===== config.mk =====
export PLATFORM = sky130hd
export DESIGN_NAME = sound_i2s_rx
export DESIGN_NICKNAME = d
export VERILOG_FILES = /design/src/rtl/sound_i2s_rx.sv
export SDC_FILE = /design/constraint.sdc
export NUM_CORES = 1
export LEC_CHECK = 0
export CORE_ASPECT_RATIO = 0.7
export CORE_MARGIN = 4
export CORE_UTILIZATION = 35
export CTS_CLUSTER_DIAMETER = 60
export DETAILED_ROUTE_END_ITERATION = 7
export DONT_BUFFER_PORTS = 1
export SYNTH_ARGS = -nofsm -noshare
export SYNTH_HDL_FRONTEND = slang
export SYNTH_SLANG_ARGS = --single-unit

===== constraint.sdc =====
create_clock -name clk_74a -period 2 [get_ports clk_74a]
set_input_delay 0.4 -clock clk_74a [delete_from_list [all_inputs] [get_ports clk_74a]]
set_output_delay 0.4 -clock clk_74a [all_outputs]
set_load 0.01 [all_outputs]

===== src/rtl/sound_i2s_rx.sv =====
// sound_i2s_rx
//   I2S receiver. Oversamples asynchronous sclk/lrck/data pins on clk_74a and
//   delivers one registered left/right pair per frame with a single-cycle strobe.
//   Stream format: 64 sclk per frame, 32-bit slots, MSB first, data delayed
//   one sclk after each lrck edge. lrck low = left, lrck high = right.
//
// Parameters
//   CHANNEL_WIDTH  bits kept per channel, from the MSB end of each slot (1..16)
//
// Ports
//   clk_74a       in   system clock (74.25 MHz)
//   reset         in   synchronous, active-high
//   i2s_sclk      in   serial bit clock, asynchronous
//   i2s_lrck      in   word select, asynchronous
//   i2s_data      in   serial data, asynchronous
//   audio_l       out  last complete left sample
//   audio_r       out  last complete right sample
//   sample_valid  out  1-cycle pulse when audio_l/audio_r update
//   frame_err     out  1-cycle pulse on a malformed slot (checked build only)
//
// Configuration
//   I2S_RX_FRAME_CHECK_EN  when defined, every boundary checks the slot held
//                          32 sclk rises; a mismatch pulses frame_err, drops
//                          the pair and forces a resync. Undefined: no check,
//                          frame_err is constant 0.

module sound_i2s_rx #(
    parameter int CHANNEL_WIDTH = 16
) (
    input  logic                     clk_74a,
    input  logic                     reset,
    input  logic                     i2s_sclk,
    input  logic                     i2s_lrck,
    input  logic                     i2s_data,
    output logic [CHANNEL_WIDTH-1:0] audio_l,
    output logic [CHANNEL_WIDTH-1:0] audio_r,
    output logic                     sample_valid,
    output logic                     frame_err
);

    // 2-FF synchronisers plus one history FF per pin
    logic r_sclk_s1, r_sclk_s2, r_sclk_h;
    logic r_lrck_s1, r_lrck_s2, r_lrck_h;
    logic r_data_s1, r_data_s2, r_data_h;

    // Registered rise strobe; r_lrck_h / r_data_h are aligned with it
    logic r_rise;

    logic                     r_have_lr;   // lrck reference captured since reset
    logic                     r_lrck_prev; // lrck at previous decoded rise
    logic                     r_seen_bnd;  // a real boundary seen: next slot is whole
    logic                     r_synced;    // a whole left slot is in r_left_hold
    logic [5:0]               r_bit_cnt;
    logic [CHANNEL_WIDTH-1:0] r_shift;
    logic [CHANNEL_WIDTH-1:0] r_left_hold;
    logic [CHANNEL_WIDTH-1:0] r_audio_l;
    logic [CHANNEL_WIDTH-1:0] r_audio_r;
    logic                     r_valid;
    logic                     r_ferr;

    logic                     w_boundary;
    logic                     w_len_err;
    logic [CHANNEL_WIDTH:0]   w_shift_ext;
    logic [CHANNEL_WIDTH-1:0] w_shift_nx;

    assign w_boundary  = r_lrck_h != r_lrck_prev;
    // Wide concatenation keeps the shift legal for CHANNEL_WIDTH == 1
    assign w_shift_ext = {r_shift, r_data_h};
    assign w_shift_nx  = w_shift_ext[CHANNEL_WIDTH-1:0];

`ifdef I2S_RX_FRAME_CHECK_EN
    // The first boundary after reset/resync closes a partial slot, so it is not judged
    assign w_len_err = r_seen_bnd && (r_bit_cnt != 6'd31);
`else
    assign w_len_err = 1'b0;
`endif

    always_ff @(posedge clk_74a) begin
        if (reset) begin
            r_sclk_s1   <= 1'b0;
            r_sclk_s2   <= 1'b0;
            r_sclk_h    <= 1'b0;
            r_lrck_s1   <= 1'b0;
            r_lrck_s2   <= 1'b0;
            r_lrck_h    <= 1'b0;
            r_data_s1   <= 1'b0;
            r_data_s2   <= 1'b0;
            r_data_h    <= 1'b0;
            r_rise      <= 1'b0;
            r_have_lr   <= 1'b0;
            r_lrck_prev <= 1'b0;
            r_seen_bnd  <= 1'b0;
            r_synced    <= 1'b0;
            r_bit_cnt   <= '0;
            r_shift     <= '0;
            r_left_hold <= '0;
            r_audio_l   <= '0;
            r_audio_r   <= '0;
            r_valid     <= 1'b0;
            r_ferr      <= 1'b0;
        end else begin
            r_sclk_s1 <= i2s_sclk;
            r_sclk_s2 <= r_sclk_s1;
            r_sclk_h  <= r_sclk_s2;
            r_lrck_s1 <= i2s_lrck;
            r_lrck_s2 <= r_lrck_s1;
            r_lrck_h  <= r_lrck_s2;
            r_data_s1 <= i2s_data;
            r_data_s2 <= r_data_s1;
            r_data_h  <= r_data_s2;
            r_rise    <= r_sclk_s2 & ~r_sclk_h;
            r_valid   <= 1'b0;
            r_ferr    <= 1'b0;

            if (r_rise) begin
                if (!r_have_lr) begin
                    // First rise after reset only establishes the lrck reference,
                    // so a reset while lrck is high does not fake a boundary.
                    r_have_lr   <= 1'b1;
                    r_lrck_prev <= r_lrck_h;
                end else if (w_boundary) begin
                    // Bit sampled here is the previous slot's LSB: dropped.
                    r_lrck_prev <= r_lrck_h;
                    r_bit_cnt   <= '0;
                    r_seen_bnd  <= 1'b1;
                    if (w_len_err) begin
                        r_synced <= 1'b0;
                        r_ferr   <= 1'b1;
                    end else if (r_lrck_h) begin
                        // Left done; it is whole only if it began at a boundary
                        r_left_hold <= r_shift;
                        r_synced    <= r_seen_bnd;
                    end else if (r_synced) begin
                        r_audio_l <= r_left_hold;
                        r_audio_r <= r_shift;
                        r_valid   <= 1'b1;
                    end
                end else begin
                    if (r_bit_cnt < 6'(CHANNEL_WIDTH))
                        r_shift <= w_shift_nx;
                    if (r_bit_cnt != 6'd63)
                        r_bit_cnt <= r_bit_cnt + 6'd1;
                end
            end
        end
    end

    assign audio_l      = r_audio_l;
    assign audio_r      = r_audio_r;
    assign sample_valid = r_valid;
    assign frame_err    = r_ferr;

endmodule


**Word level (Yosys, flattened, before mapping)**

Index checks and enable logic that the tools add are counted.

- $add $sub $neg: 1
- Equality and inequality tests: 3
- Bitwise gates (word level): 6
- Multiplexer cells: 5
- Order comparisons: 1
- Reductions and logical operators: 8

Operators with widths:

| kind | number |
|---|---|
| $mux 6 | 2 |
| $reduce_and 4->1 | 2 |
| $add 6x1->6 const B | 1 |
| $lt 6x5->1 const B | 1 |
| $ne 6x6->1 const B | 1 |
| $reduce_and 3->1 | 2 |
| $not 1->1 | 5 |
| $reduce_and 5->1 | 1 |
| $reduce_or 5->1 | 1 |
| $mux 1 | 3 |
| $ne 2x1->1 const B | 1 |
| $reduce_and 2->1 | 1 |
| $reduce_bool 2->1 | 1 |
| $and 1x1->1 | 1 |
| $ne 1x1->1 | 1 |

- Output and inout port bits: 34
- Input bits: 5
- Logic and storage cells: 44
- Flip-flop bits (word level): 85

**Longest topological paths before layout**

- Depth in word-level cells: 3
- Mapped depth: 6
- Mapped depth without buffers: 4

**Worst setup path after synthesis**

No wires, ideal clock.

- Path type: register to register
- Start point: reg r_lrck_prev
- End point: reg r_bit_cnt[0]
- Period minus slack after synthesis: 1307 ps
- Buffers on the path: 2
- Slack: 693 ps
- Data required time: 1927 ps
- Stages on the path, launching flop included: 6
- Setup time: 73 ps
- Data arrival time: 1234 ps
- Cells stage by stage: dfxtp_1 > buf_6 > xor2_1 > buf_6 > or4_4 > o211ai_2

- Word-level cells in the longest chain between the ends: 3
- Elaborated cells between the ends (all ways): 4
- Classes of those cells: eq/ne (1); mux (1); reduce/logical (2)

Ends and longest elaborated chain:

| what | line | source |
|---|---|---|
| start, declared | 50 | `logic r_lrck_prev;` |
| start signal, assigned | 120 | `r_lrck_prev <= r_lrck_h;` |
| start signal, assigned | 123 | `r_lrck_prev <= r_lrck_h;` |
| $ne 1x1->1 (*) | 66 | `assign w_boundary = r_lrck_h != r_lrck_prev;` |
| $reduce_bool 2->1 (no line) | - |  |
| $reduce_and 3->1 (no line) | - |  |
| end signal, assigned | 142 | `r_bit_cnt <= r_bit_cnt + 6'd1;` |
| end, declared | 53 | `logic [5:0] r_bit_cnt;` |

Every way passes the cells marked *; elsewhere a longest branch is shown, timed or not.
A chain may end at the register's enable or synchronous reset.

**Worst setup path in the final report**

- Start point: reg r_rise
- End point: reg r_shift[11]

- Word-level cells in the longest chain between the ends: 1

Ends and longest elaborated chain:

| what | line | source |
|---|---|---|
| start, declared | 47 | `logic r_rise;` |
| start signal, assigned | 111 | `r_rise <= r_sclk_s2 & ~r_sclk_h;` |
| $reduce_and 4->1 (no line) | - |  |
| end signal, assigned | 140 | `r_shift <= w_shift_nx;` |
| end, declared | 54 | `logic [CHANNEL_WIDTH-1:0] r_shift;` |

No other way between the ends.

==> impl_metrics.yaml <==
global_route:
  antenna_found_initial: 0
  grt_overflow_total: 0
  grt_pass1_vias: 2301
  grt_pass1_wl_mm: 12.2
  grt_max_degree: 86
  grt_usage_pct: 14.5
floorplanning:
  start_util_pct: 35.9
  die_area_sq_um: 10900
  die_y_microns: 88.5
  rows: 29
  die_w_microns: 123
  ios: 39
  core_sq_um: 9030
drt:
  first_pass_iters: 5
  num_vias: 2606
  wl_mm: 7.47
  drtAntennaViolNets: 0
  wl_per_cell_microns: 15.1
  via_per_inst: 5.28
  drcViolationCount: 0
  drtIter0Drc: 259
cts:
  clk_latency_ns: 0.34
  clk_pin_slew_ns: 0.06
  clock_sinks: 85
  cts_hold_buffers: 0
  postCtsSetupBuffers: 0
  tritoncts: "built"
  clockBufferDepth: 2
  htreeDepth: 3
  cts_buffers: 9
  cts-root-buf: "clkbuf_16"
  cts_resized: 0
placement:
  dpl_worst_slack_ns: 0.357
  io_buffers: 0
  dpl.hpwl_mm: 4.69
  placedCellCount: 478
  gp_congestion: 0.756
logic_synthesis:
  synthArstFlopShare_pct: 0
  postSynthAreaPerCell_sq_um: 8.49
  ys_types: 38
  ys_warn_count: 0
  synthCells: 382
  synth_ff_type: "dfxtp_1"
  netlist_area_sq_um: 3240
  synth_edf_count: 0
  ys_seq_elements: 85
  ys_seq_area_share_pct: 52.5
  syn_nets: 388
outcome:
  run_status: "finished clean"
critical_path:
  crit_fanout: 16
  crit_arrival_ns: 1.92
  endpoint_kind: "register"
  crit_required_ns: 2.22
  startpoint: "r_rise"
  critical_path_class: "register to register"
  crit_chain: "nand4bb_1 -> o21ai_0 -> a21oi_1"
  startpoint_type: "register"
  reg2reg_from: "r_rise"
  cp_slowest_cell: "nand4bb_1"
  crit_path_max_incr_delay_ns: 0.57
timing:
  finalMaxSlewViolations: 0
  clock_skew_ns: 0.00436
  timing.fmax_ghz: 0.589
  relSlewSlack_pct: 41.3
  rsz0062_at_grt: "no"
  tightest_slew_ns: 0.880
  fin_crit_ns: 1.70
  finalSetupViolations: 0
  timing.final.crit_share_pct: 84.9
  hold_viol_final: 0
  finalSetupTns_ns: 0
  layout_setup_ws_ns: 0.302
cells_and_area:
  stdcell_count: 494
  layout_common_cells: "dfxtp_1 (85), a21oi_1 (66), o21ai_0 (51)"
  final_common_cell: "dfxtp_1"
  diodes: 0
  fill_cells: 922
  fin_nets: 371
  area_growth_pct: 12.0
  drive_gt1_share_pct: 7.30
min_path:
  hold_path_class: "primary input to register"
  min_from: "reset"
job:
  drv_cap: 0
power:
  cellPowerDensity_nw_per_um2: 997
  peakVddDrop_mv: 0.536
  leakage_uw: 0.00116
-- state kept, by name (all words and copies together) (netlist names), 6 cells and up --
register     flops
audio_l         16
audio_r         16
r_left_hold     16
r_shift         16
r_bit_cnt        6
-- through the flow --
stage / utilization [%] / hold WS [ns] / area [sq um] / power (uW)
detailed placement: 36.4 / 0.378 / 3290 / 1770
finish: 40.2 / 0.144 / 3630 / 3620
CTS: 40.2 / 0.124 / 3630 / 3650
floorplan: - / 0.367 / 3240 / 1790
global route: 40.2 / 0.131 / 3630 / 3730
global placement: 36.4 / 0.376 / 3290 / 1770
-- report_power, final --
group	leakage (uW)	internal (uW)	total, uW	switching (uW)
clock	0.000167	1250	1890	640
sequential	0.000686	1700	1710	4.59
combinational	0.000305	11.3	24.6	13.3
-- logic make-up after synthesis --
family / count (synthesis) / share of synthesized area [%]
muxes: 2 / 0.617
adders and majority gates: 1 / 0.386
AOI/OAI and AO/OA: 124 / 19.9
other: 1 / 0.116
buffers and inverters: 41 / 6.17
xor gates and xnor gates: 2 / 0.540
DFF: 85 / 52.5
and+or+nand+nor: 126 / 19.8
-- cells in the mapped netlist, types with 2 or more instances --
cell / instances / area, sq um
nand4_1: 3 / 18.8
a21oi_1: 66 / 330
buf_6: 2 / 22.5
o21ai_0: 51 / 255
buf_4: 5 / 37.5
and2_1: 2 / 12.5
dfxtp_1: 85 / 1700
nand2_1: 38 / 143
and4b_1: 2 / 20.0
and3_1: 2 / 12.5
inv_1: 3 / 11.3
mux2i_1: 2 / 20.0
nand4b_1: 2 / 17.5
nand3_1: 49 / 245
nor2b_1: 13 / 81.3
nor3b_1: 2 / 15.0
clkbuf_1: 20 / 75.1
nor2_1: 7 / 26.3
buf_2: 9 / 45.0
-- worst max-delay path: cells and delay by family, from the launching register on --
kind            cells  cell delay [ns]
simple gates        1             0.57
compound gates      2             0.48
flops               1             0.54
-- final cells by class --
class                   count  area (sq um)  area share (%)
flip-flops and latches     85          1700            46.8
multi-input cells         256          1350            37.1
clock buffers              12           246            6.79
well taps                 124           155            4.27
clock inverters             4          95.1            2.62
repair buffers             10          75.1            2.07
inverters                   3          11.3           0.310
-- path summary, 6_finish.rpt --
| path | to | slack [ns] | cells past startpoint |
|---|---|---|---|
| worst max register to register | r_shift[11] | 0.30 | 3 |
| worst min register to register | r_rise | 0.38 | 1 |
| worst min-delay path | r_lrck_s1 | 0.14 | 1 |
| worst max-delay path | r_shift[11] | 0.30 | 3 |
-- layer usage --
| layer | wire length [microns] | track usage, % | share of wire [%] |
|---|---|---|---|
| met5 | 0 | 0 | 0 |
| met2 | 2950 | 19.2 | 39 |
| met3 | 604 | 6.01 | 8.1 |
| met4 | 94 | 4.52 | 1.3 |
| met1 | 3830 | 21.1 | 51 |
(Power assumes the default switching activity.)
